### config.mk
export PLATFORM = sky130hd
export DESIGN_NAME = bidir_dir_ctrl
export DESIGN_NICKNAME = d
export VERILOG_FILES = /design/src/rtl/bidir_dir_ctrl.sv
export SDC_FILE = /design/constraint.sdc
export NUM_CORES = 1
export LEC_CHECK = 0
export ABC_AREA = 1
export CAP_MARGIN = 20
export CORE_MARGIN = 4
export CORE_UTILIZATION = 30
export DETAILED_ROUTE_END_ITERATION = 10
export DONT_BUFFER_PORTS = 1
export SLEW_MARGIN = 20
export SYNTH_ARGS = -nofsm -noshare
export SYNTH_HDL_FRONTEND = slang
export SYNTH_SLANG_ARGS = --single-unit
### constraint.sdc
create_clock -name clk -period 2 [get_ports clk]
set_input_delay 0.2 -clock clk [delete_from_list [all_inputs] [get_ports clk]]
set_output_delay 0.2 -clock clk [all_outputs]
set_load 0.005 [all_outputs]
### src/rtl/bidir_dir_ctrl.sv
// Direction controller for bidirectional_buff: arbitrates A->B / B->A requests and
// inserts dead turnaround cycles. Define BIDIR_STATS_EN to add the turn_cnt output.
module bidir_dir_ctrl #(
    parameter int TURN_CYCLES = 2,
    parameter int HOLD_MAX    = 8
) (
    input  logic        clk,
    input  logic        rst,
    input  logic        req_ab,
    input  logic        req_ba,
    output logic        ctr,
    output logic        oe_a,
    output logic        oe_b,
    output logic        gnt_ab,
    output logic        gnt_ba,
    output logic        busy
`ifdef BIDIR_STATS_EN
    ,
    output logic [15:0] turn_cnt
`endif
);

    typedef enum logic [1:0] {
        IDLE   = 2'd0,
        DRV_AB = 2'd1,
        DRV_BA = 2'd2,
        TURN   = 2'd3
    } state_t;

    localparam logic       DIR_AB    = 1'b1;
    localparam logic [7:0] HOLD_LAST = 8'(HOLD_MAX - 1);
    localparam logic [3:0] TURN_LAST = 4'(TURN_CYCLES - 1);

    state_t     state_q, state_d;
    logic       ctr_q, ctr_d;
    logic       target_q, target_d;
    logic       ptr_q, ptr_d;
    logic [7:0] hold_q, hold_d;
    logic [3:0] turn_q, turn_d;
    logic       oe_a_q, oe_a_d;
    logic       oe_b_q, oe_b_d;
    logic       gnt_ab_q, gnt_ab_d;
    logic       gnt_ba_q, gnt_ba_d;
    logic       busy_q, busy_d;
    logic       enter_turn;
    logic       win;
    logic       drv_dir;
    logic       own_req;
    logic       opp_req;

    // NOTE: every variable gets a default first so no path through the case infers a latch.
    always_comb begin
        state_d    = state_q;
        ctr_d      = ctr_q;
        target_d   = target_q;
        ptr_d      = ptr_q;
        hold_d     = hold_q;
        turn_d     = turn_q;
        enter_turn = 1'b0;
        win        = (req_ab && req_ba) ? ptr_q : req_ab;
        drv_dir    = (state_q == DRV_AB);
        own_req    = drv_dir ? req_ab : req_ba;
        opp_req    = drv_dir ? req_ba : req_ab;

        case (state_q)
            IDLE: begin
                if (req_ab || req_ba) begin
                    if (win == ctr_q) begin
                        state_d = (win == DIR_AB) ? DRV_AB : DRV_BA;
                        hold_d  = '0;
                        ptr_d   = ~win;
                    end else begin
                        state_d    = TURN;
                        target_d   = win;
                        ctr_d      = win;
                        turn_d     = '0;
                        enter_turn = 1'b1;
                    end
                end
            end
            DRV_AB, DRV_BA: begin
                // A long-held grant is forced to yield once the waiting side hits HOLD_MAX.
                if (!own_req || (opp_req && hold_q == HOLD_LAST)) begin
                    if (opp_req) begin
                        state_d    = TURN;
                        target_d   = ~drv_dir;
                        ctr_d      = ~drv_dir;
                        turn_d     = '0;
                        enter_turn = 1'b1;
                    end else begin
                        state_d = IDLE;
                    end
                end else if (opp_req) begin
                    hold_d = hold_q + 8'd1;
                end
            end
            TURN: begin
                if (turn_q == TURN_LAST) begin
                    if ((target_q == DIR_AB) ? req_ab : req_ba) begin
                        state_d = (target_q == DIR_AB) ? DRV_AB : DRV_BA;
                        hold_d  = '0;
                        ptr_d   = ~target_q;
                    end else begin
                        state_d = IDLE;
                    end
                end else begin
                    turn_d = turn_q + 4'd1;
                end
            end
            default: state_d = IDLE;
        endcase

        busy_d   = (state_d != IDLE);
        oe_a_d   = (state_d == DRV_AB);
        gnt_ab_d = (state_d == DRV_AB);
        oe_b_d   = (state_d == DRV_BA);
        gnt_ba_d = (state_d == DRV_BA);
    end

    // NOTE: sequential state uses non-blocking assignments so all flops update together.
    always_ff @(posedge clk or posedge rst) begin
        if (rst) begin
            state_q  <= IDLE;
            ctr_q    <= 1'b0;
            target_q <= 1'b0;
            ptr_q    <= DIR_AB;
            hold_q   <= '0;
            turn_q   <= '0;
            oe_a_q   <= 1'b0;
            oe_b_q   <= 1'b0;
            gnt_ab_q <= 1'b0;
            gnt_ba_q <= 1'b0;
            busy_q   <= 1'b0;
        end else begin
            state_q  <= state_d;
            ctr_q    <= ctr_d;
            target_q <= target_d;
            ptr_q    <= ptr_d;
            hold_q   <= hold_d;
            turn_q   <= turn_d;
            oe_a_q   <= oe_a_d;
            oe_b_q   <= oe_b_d;
            gnt_ab_q <= gnt_ab_d;
            gnt_ba_q <= gnt_ba_d;
            busy_q   <= busy_d;
        end
    end

    assign ctr    = ctr_q;
    assign oe_a   = oe_a_q;
    assign oe_b   = oe_b_q;
    assign gnt_ab = gnt_ab_q;
    assign gnt_ba = gnt_ba_q;
    assign busy   = busy_q;

`ifdef BIDIR_STATS_EN
    logic [15:0] turn_cnt_q, turn_cnt_d;

    always_comb begin
        turn_cnt_d = turn_cnt_q;
        if (enter_turn && turn_cnt_q != 16'hFFFF) begin
            turn_cnt_d = turn_cnt_q + 16'd1;
        end
    end

    always_ff @(posedge clk or posedge rst) begin
        if (rst) begin
            turn_cnt_q <= '0;
        end else begin
            turn_cnt_q <= turn_cnt_d;
        end
    end

    assign turn_cnt = turn_cnt_q;
`endif

endmodule

==> results of run 1 <==
-- through the flow --
step | setup WS, ns | TNS (ns) | hold WS, ns | total power, mW | utilization (%)
finish | 0.154 | 0 | 0.348 | 2.04 | 33.9
global route | -0.00233 | -0.00233 | 0.378 | 2.27 | 33.9
CTS | 0.151 | 0 | 0.338 | 2.06 | 33.8
detailed placement | 0.168 | 0 | 0.275 | 1.78 | 32.4
global placement | 0.230 | 0 | 0.277 | 1.76 | 32.4
floorplan | 0.219 | 0 | 0.150 | 1.56 | -
-- final cells by class --
cell class	count	area, µm²
inverters	23	88.8
well taps	50	62.6
repair buffers	2	17.5
fillers	439	2670
multi-input cells	122	673
clock buffers	4	45.0
flip-flops and latches	19	477
-- state kept, by name, summed over array words and instances (netlist names) --
signal	count
hold_q	8
target_q	1
busy	1
state_q	2
gnt_ab	1
gnt_ba	1
turn_q	4
ptr_q	1
-- worst max-delay path: cells and delay by family (launching register included) --
| kind | cells | cell delay, ns |
|---|---|---|
| DFF | 1 | 0.52 |
| and+or+nand+nor | 4 | 0.39 |
| buffers and inverters | 3 | 0.20 |
| adders and majority gates | 1 | 0.31 |
| AOI/OAI and AO/OA | 3 | 0.36 |
-- cell usage after synthesis --
master	instances
a21oi_1	8
nor2_1	16
nand3_1	9
inv_2	2
ha_1	8
nor3_2	1
nand4_1	2
xnor2_1	1
o21ai_2	3
or2_2	1
inv_4	1
inv_1	20
nand2_4	1
dfstp_2	1
nand3b_1	1
nor2_4	1
xor2_1	5
o21ai_0	7
nor3b_1	1
buf_4	2
o21ai_1	9
nand2_1	42
dfrtp_1	18
nor2_2	1
nand2_2	4
nand3_2	1
-- per-layer routing --
metal | routed length (µm) | share of wire (%) | up-vias
li1 | - | - | 533
met1 | 1320 | 53 | 468
met2 | 1030 | 41 | 14
met3 | 94 | 3.8 | 2
met4 | 30 | 1.2 | 0
met5 | 0 | 0 | -
-- where the power goes --
part | switching [mW] | internal [mW] | total [mW]
registers | 0.102 | 0.510 | 0.612
clock network | 0.125 | 0.141 | 0.266
logic | 0.786 | 0.377 | 1.16
-- cells by family after synthesis --
logic type               Yosys count  synth area share (%)
AND/OR/NAND/NOR                   81                  29.6
AO/OA/AOI/OAI                     27                  11.7
buffers and inverters             25                  8.31
flip-flops                        19                  38.1
adder cells (fa/ha/maj)            8                  8.01
XOR/XNOR                           6                  4.20
-- timing repair --
item / CTS / global route
setup endpoints to repair: 0 / 2
hold buffers: 1 / 0
buffers inserted: 0 / 0
hold endpoints to repair: 18 / 0
resized for setup: 0 / 1
-- final timing paths --
kind                                             from                     to  slack (ns)  cells past startpoint
worst max-delay path                ptr_q$_DFFE_PP1P_  hold_q[5]$_DFFE_PP0P_        0.15                     11
worst min-delay path                           req_ab   state_q[1]$_DFF_PP0_        0.35                      4
worst max register to register      ptr_q$_DFFE_PP1P_  hold_q[5]$_DFFE_PP0P_        0.15                     11
worst min register to register  hold_q[0]$_DFFE_PP0P_  hold_q[0]$_DFFE_PP0P_        0.52                      1
max in group asynchronous                         rst       gnt_ab$_DFF_PP0_        1.02                      2
min in group asynchronous                         rst       gnt_ba$_DFF_PP0_        0.51                      2
==> results.md, run 1 <==
- Clk buf depth: 2
- Commonest non-fill, non-tap cells in the layout: nand2_1, inv_1, dfrtp_1
- Clk_skew: 0.00931 ns
- Maximum fanout along the worst path: 7
- Area Growth Syn to Fin: 9.11%
- Mapped Area: 0.00125 mm²
- Boundary Pins: 10
- Synth top area share: 36.0%
- Final cell count without fillers: 220
- Fin nets: 183
- Dpl cell area: 0.00131 mm²
- TritonCTS buffer count: 3
- Vias per cell: 4.62
- CTS tree: built
- Synth Instances: 166
- Synth warn: 0
- Htree depth: 1
- Tightest Pin Transition: 0.732 ns
- Worst EP arrival: 2.02 ns
- Achievable Freq: 0.542 GHz
- CTS Sinks: 19
- Largest cells by area after synthesis: dfrtp_1, nand2_1, ha_1
- Clock Latency Late Sink: 0.25 ns
- Initial antenna violation count: 0
- Critical path type: flop to flop
- Number of library cell types mapped by synthesis: 26
- Post-route ant nets: 0
- Met3 Usage GRT: 1.80%
- Worst path cell trace: inv_1 > a21oi_2 > inv_1 > ha_1 > o21ai_2 > nand3_2 > nor2_4 > nand2_4 > inv_4 > nand2_1 > o21ai_1
- Final setup vio count: 0
- Power density cells: 1500 mW/mm²
- Critical path launch point type: flop
- M1 GR Usage: 15.5%
- Die X: 72.6 µm
- Via count: 1017
- DIE HEIGHT: 72.6 µm
- Syn Nets: 178
- Clk pin slew, worst setup/hold paths: 0.08 ns
- Period minus WS final: 1.85 ns
- Count of max-cap constraint violations: 0
- Outcome: finished, final reports clean
- Largest net degree at the start of global routing: 20
- Largest area contributor in the netlist: dfrtp_1
- Critical Path RT: 2.18 ns
- N_diodes: 0
- Row count: 23
- Buffers on Ports: 0
- Layout cells sized above 1: 12.9%
- Leak Pwr: 0.672 nW
- Kind of end point of the critical path: flop
- Dpl cells: 215
- Area of the core: 0.00403 mm²
- HPWL after detailed placement: 1.90 mm
- Drt total wl: 2.47 mm
- Max Slew Vio Count: 0
- Most common cell after layout, fill and taps aside: nand2_1
- Register area share after synthesis: 38.1%
- GP Congestion: 0.878
- Critical path's slowest cell: dfstp_2
- Final Hold Vio Count: 0
- Clock root buffer: clkbuf_8
- GRT busiest layer: met1
- Slew margin rel.: 51.1%
- HP Class: input pin to flop
- Mean Syn Cell Area: 7.53 µm²
- Overflow after GRT: 0
- First-pass GRT wire length: 4.42 mm
- Flop and latch count out of synthesis: 19
- Initial Utilization: 31.0%
- Die Footprint: 0.00526 mm²
- Starting DRT DRC Count: 58
- Crit path top cell by count: inv_1
- Vias in the first global route: 988
- Met2 usage: 14.8%
- Final instance area: 0.00136 mm²
- Tcrit/Tclk final: 92.3%
- DR DRC count: 0
- WL per Instance: 11.2 µm
- TritonRoute pass-1 iters: 4
- Total GRT Usage: 10.4%
- Peak VDD IR: 0.466 mV
- Largest stage delay on the critical path: 0.52 ns
No activity file was read; power rests on OpenSTA's default activity.
==> run 2: changes to the inputs <==
SKIP_CTS_REPAIR_TIMING = 1   (was default)
==> results.md, run 2 (synthesis results as in run 1) <==
- HPWL after detailed placement: 1.90 mm (unchanged)
- Combinational power share: 57.0% (about the same)
- Leak Pwr: 0.668 nW (-0.62%)
- Critical Path RT: 2.18 ns (about the same)
- Switching power: 1.01 mW (about the same)
- Critical path type: flop to flop
- Kind of end point of the critical path: flop
- Fillers: 439 (unchanged)
- First-pass GRT wire length: 4.40 mm (-0.32%)
- Reg area: 477 µm² (unchanged)
- Starting DRT DRC Count: 55 (-5.2%)
- Clock Latency Late Sink: 0.25 ns (about the same)
- Fin nets: 182 (-0.55%)
- Tot Pwr: 2.04 mW (about the same)
- Total negative slack: 0 ns (unchanged)
- Critical path launch point type: flop
- Clk network pwr share: 13.1% (about the same)
- Initial Utilization: 31.0% (unchanged)
- Final instance area: 0.00135 mm² (-0.73%)
- Drt total wl: 2.47 mm (about the same)
- Boundary Pins: 10 (unchanged)
- DIE HEIGHT: 72.6 µm (unchanged)
- Final Hold Vio Count: 18 (+18)
- Clk pin slew, worst setup/hold paths: 0.08 ns (about the same)
- TritonCTS buffer count: 3 (unchanged)
- Sequential power share: 30.0% (about the same)
- HP Class: input pin to asynchronous set/reset pin
- Via count: 1012 (-0.49%)
- Achievable Freq: 0.542 GHz (unchanged)
- Row count: 23 (unchanged)
- Post-route ant nets: 0 (unchanged)
- Die Footprint: 0.00526 mm² (unchanged)
- Final setup vio count: 0 (unchanged)
- Internal power: 1.03 mW (-0.12%)
- Maximum fanout along the worst path: 7 (unchanged)
- Total GRT Usage: 10.3% (-0.029 points)
- Clk_skew: 0.00931 ns (unchanged)
- Max Slew Vio Count: 0 (unchanged)
- Clk buf depth: 2 (unchanged)
- Multi-input logic area: 673 µm² (unchanged)
- Overflow after GRT: 0 (unchanged)
- Period minus WS final: 1.85 ns (unchanged)
- Clock root buffer: clkbuf_8
- GP Congestion: 0.878 (unchanged)
- Peak VDD IR: 0.466 mV (about the same)
- Power density cells: 1510 mW/mm² (+0.67%)
- Largest reg by FF count: hold_q
- Layout cells sized above 1: 13.0% (+0.077 points)
- Switching share of total power: 49.7% (about the same)
- Most common cell after layout, fill and taps aside: nand2_1
- Hold Slack: -0.0422 ns (-0.390 ns)
- Largest regs: hold_q: 8 flops, turn_q: 4 flops, state_q: 2 flops
- Area of the core: 0.00403 mm² (unchanged)
- DR DRC count: 0 (unchanged)
- Tightest Pin Transition: 0.740 ns (+0.00748 ns)
- Commonest non-fill, non-tap cells in the layout: nand2_1, inv_1, dfrtp_1
- Slew margin rel.: 50.6% (-0.50 points)
- Tcrit/Tclk final: 92.3% (unchanged)
- Failing checks: negative hold slack
- Largest net degree at the start of global routing: 20 (unchanged)
- Worst EP arrival: 2.02 ns (about the same)
- CTS tree: built
- Outcome: finished, violations left
- WL per Instance: 11.3 µm (+0.42%)
- Buffers on Ports: 0 (unchanged)
- Vias in the first global route: 985 (-0.30%)
- Htree depth: 1 (unchanged)
- Vias per cell: 4.62 (about the same)
- CTS Sinks: 19 (unchanged)
- TritonRoute pass-1 iters: 4 (unchanged)
- Area Growth Syn to Fin: 8.31%
- N_diodes: 0 (unchanged)
- Count of max-cap constraint violations: 0 (unchanged)
- Max reg flops: 8 (unchanged)
- Die X: 72.6 µm (unchanged)
- Initial antenna violation count: 0 (unchanged)
- Dpl cell area: 0.00131 mm² (unchanged)
## run 2: cell types whose count changed in the layout (fill, tap and decap cells not counted), sizes merged
cell / delta
dlygate4sd3: -1
## run 2: cell type report
cell class	instances	area share, %
clock buffer	4	3.33
inverter	23	6.56
multi-input combinational	122	49.7
sequential	19	35.2
tap	50	4.62
timing repair buffer	1	0.555
## run 2: stage by stage
| stage | worst slack, ns | instances | hold WS (ns) | utilization, % |
|---|---|---|---|---|
| after floorplan | 0.219 | 166 | 0.150 | - |
| after global placement | 0.230 | 215 | 0.277 | 32.4 |
| after detailed placement | 0.168 | 215 | 0.275 | 32.4 |
| after CTS | 0.151 | 219 | -0.00765 | 33.5 |
| after global routing | -0.00233 | 219 | 0.0241 | 33.6 |
| final | 0.154 | 219 | -0.0422 | 33.6 |
## run 2: path summary, 6_finish.rpt
| path | from | endpoint | slack [ns] | depth (start not counted) |
|---|---|---|---|---|
| worst min register to register | hold_q[0]$_DFFE_PP0P_ | hold_q[0]$_DFFE_PP0P_ | 0.52 | 1 |
| worst max-delay path | ptr_q$_DFFE_PP1P_ | hold_q[5]$_DFFE_PP0P_ | 0.15 | 11 |
| worst max register to register | ptr_q$_DFFE_PP1P_ | hold_q[5]$_DFFE_PP0P_ | 0.15 | 11 |
| min in group clk | req_ab | state_q[1]$_DFF_PP0_ | 0.35 | 4 |
| worst min-delay path | rst | gnt_ba$_DFF_PP0_ | -0.04 | 1 |
| max in group asynchronous | rst | gnt_ab$_DFF_PP0_ | 1.57 | 1 |
## run 2: power groups by stage
stage / logic (mW) / clock network (mW) / registers, mW
final: 1.16 / 0.266 / 0.612
after global routing: 1.34 / 0.297 / 0.634
after CTS: 1.16 / 0.279 / 0.614
after detailed placement: 1.16 / 0 / 0.618
after global placement: 1.14 / 0 / 0.620
after floorplan: 0.970 / 0 / 0.590
## run 2: critical path, cell delays in order (launching register included)
cell and delay (ns):
dfstp_2 0.52, inv_1 0.06, a21oi_2 0.15, inv_1 0.06, ha_1 0.31, o21ai_2 0.15, nand3_2 0.10, nor2_4 0.14
nand2_4 0.10, inv_4 0.08, nand2_1 0.05, o21ai_1 0.06
## run 2: routing by layer
layer / vias up / wire (µm) / GRT usage, %
met5: - / 0 / 0
li1: 531 / - / -
met4: 0 / 30 / 3.69
met3: 2 / 94 / 1.80
met2: 14 / 1020 / 14.8
met1: 465 / 1320 / 15.4
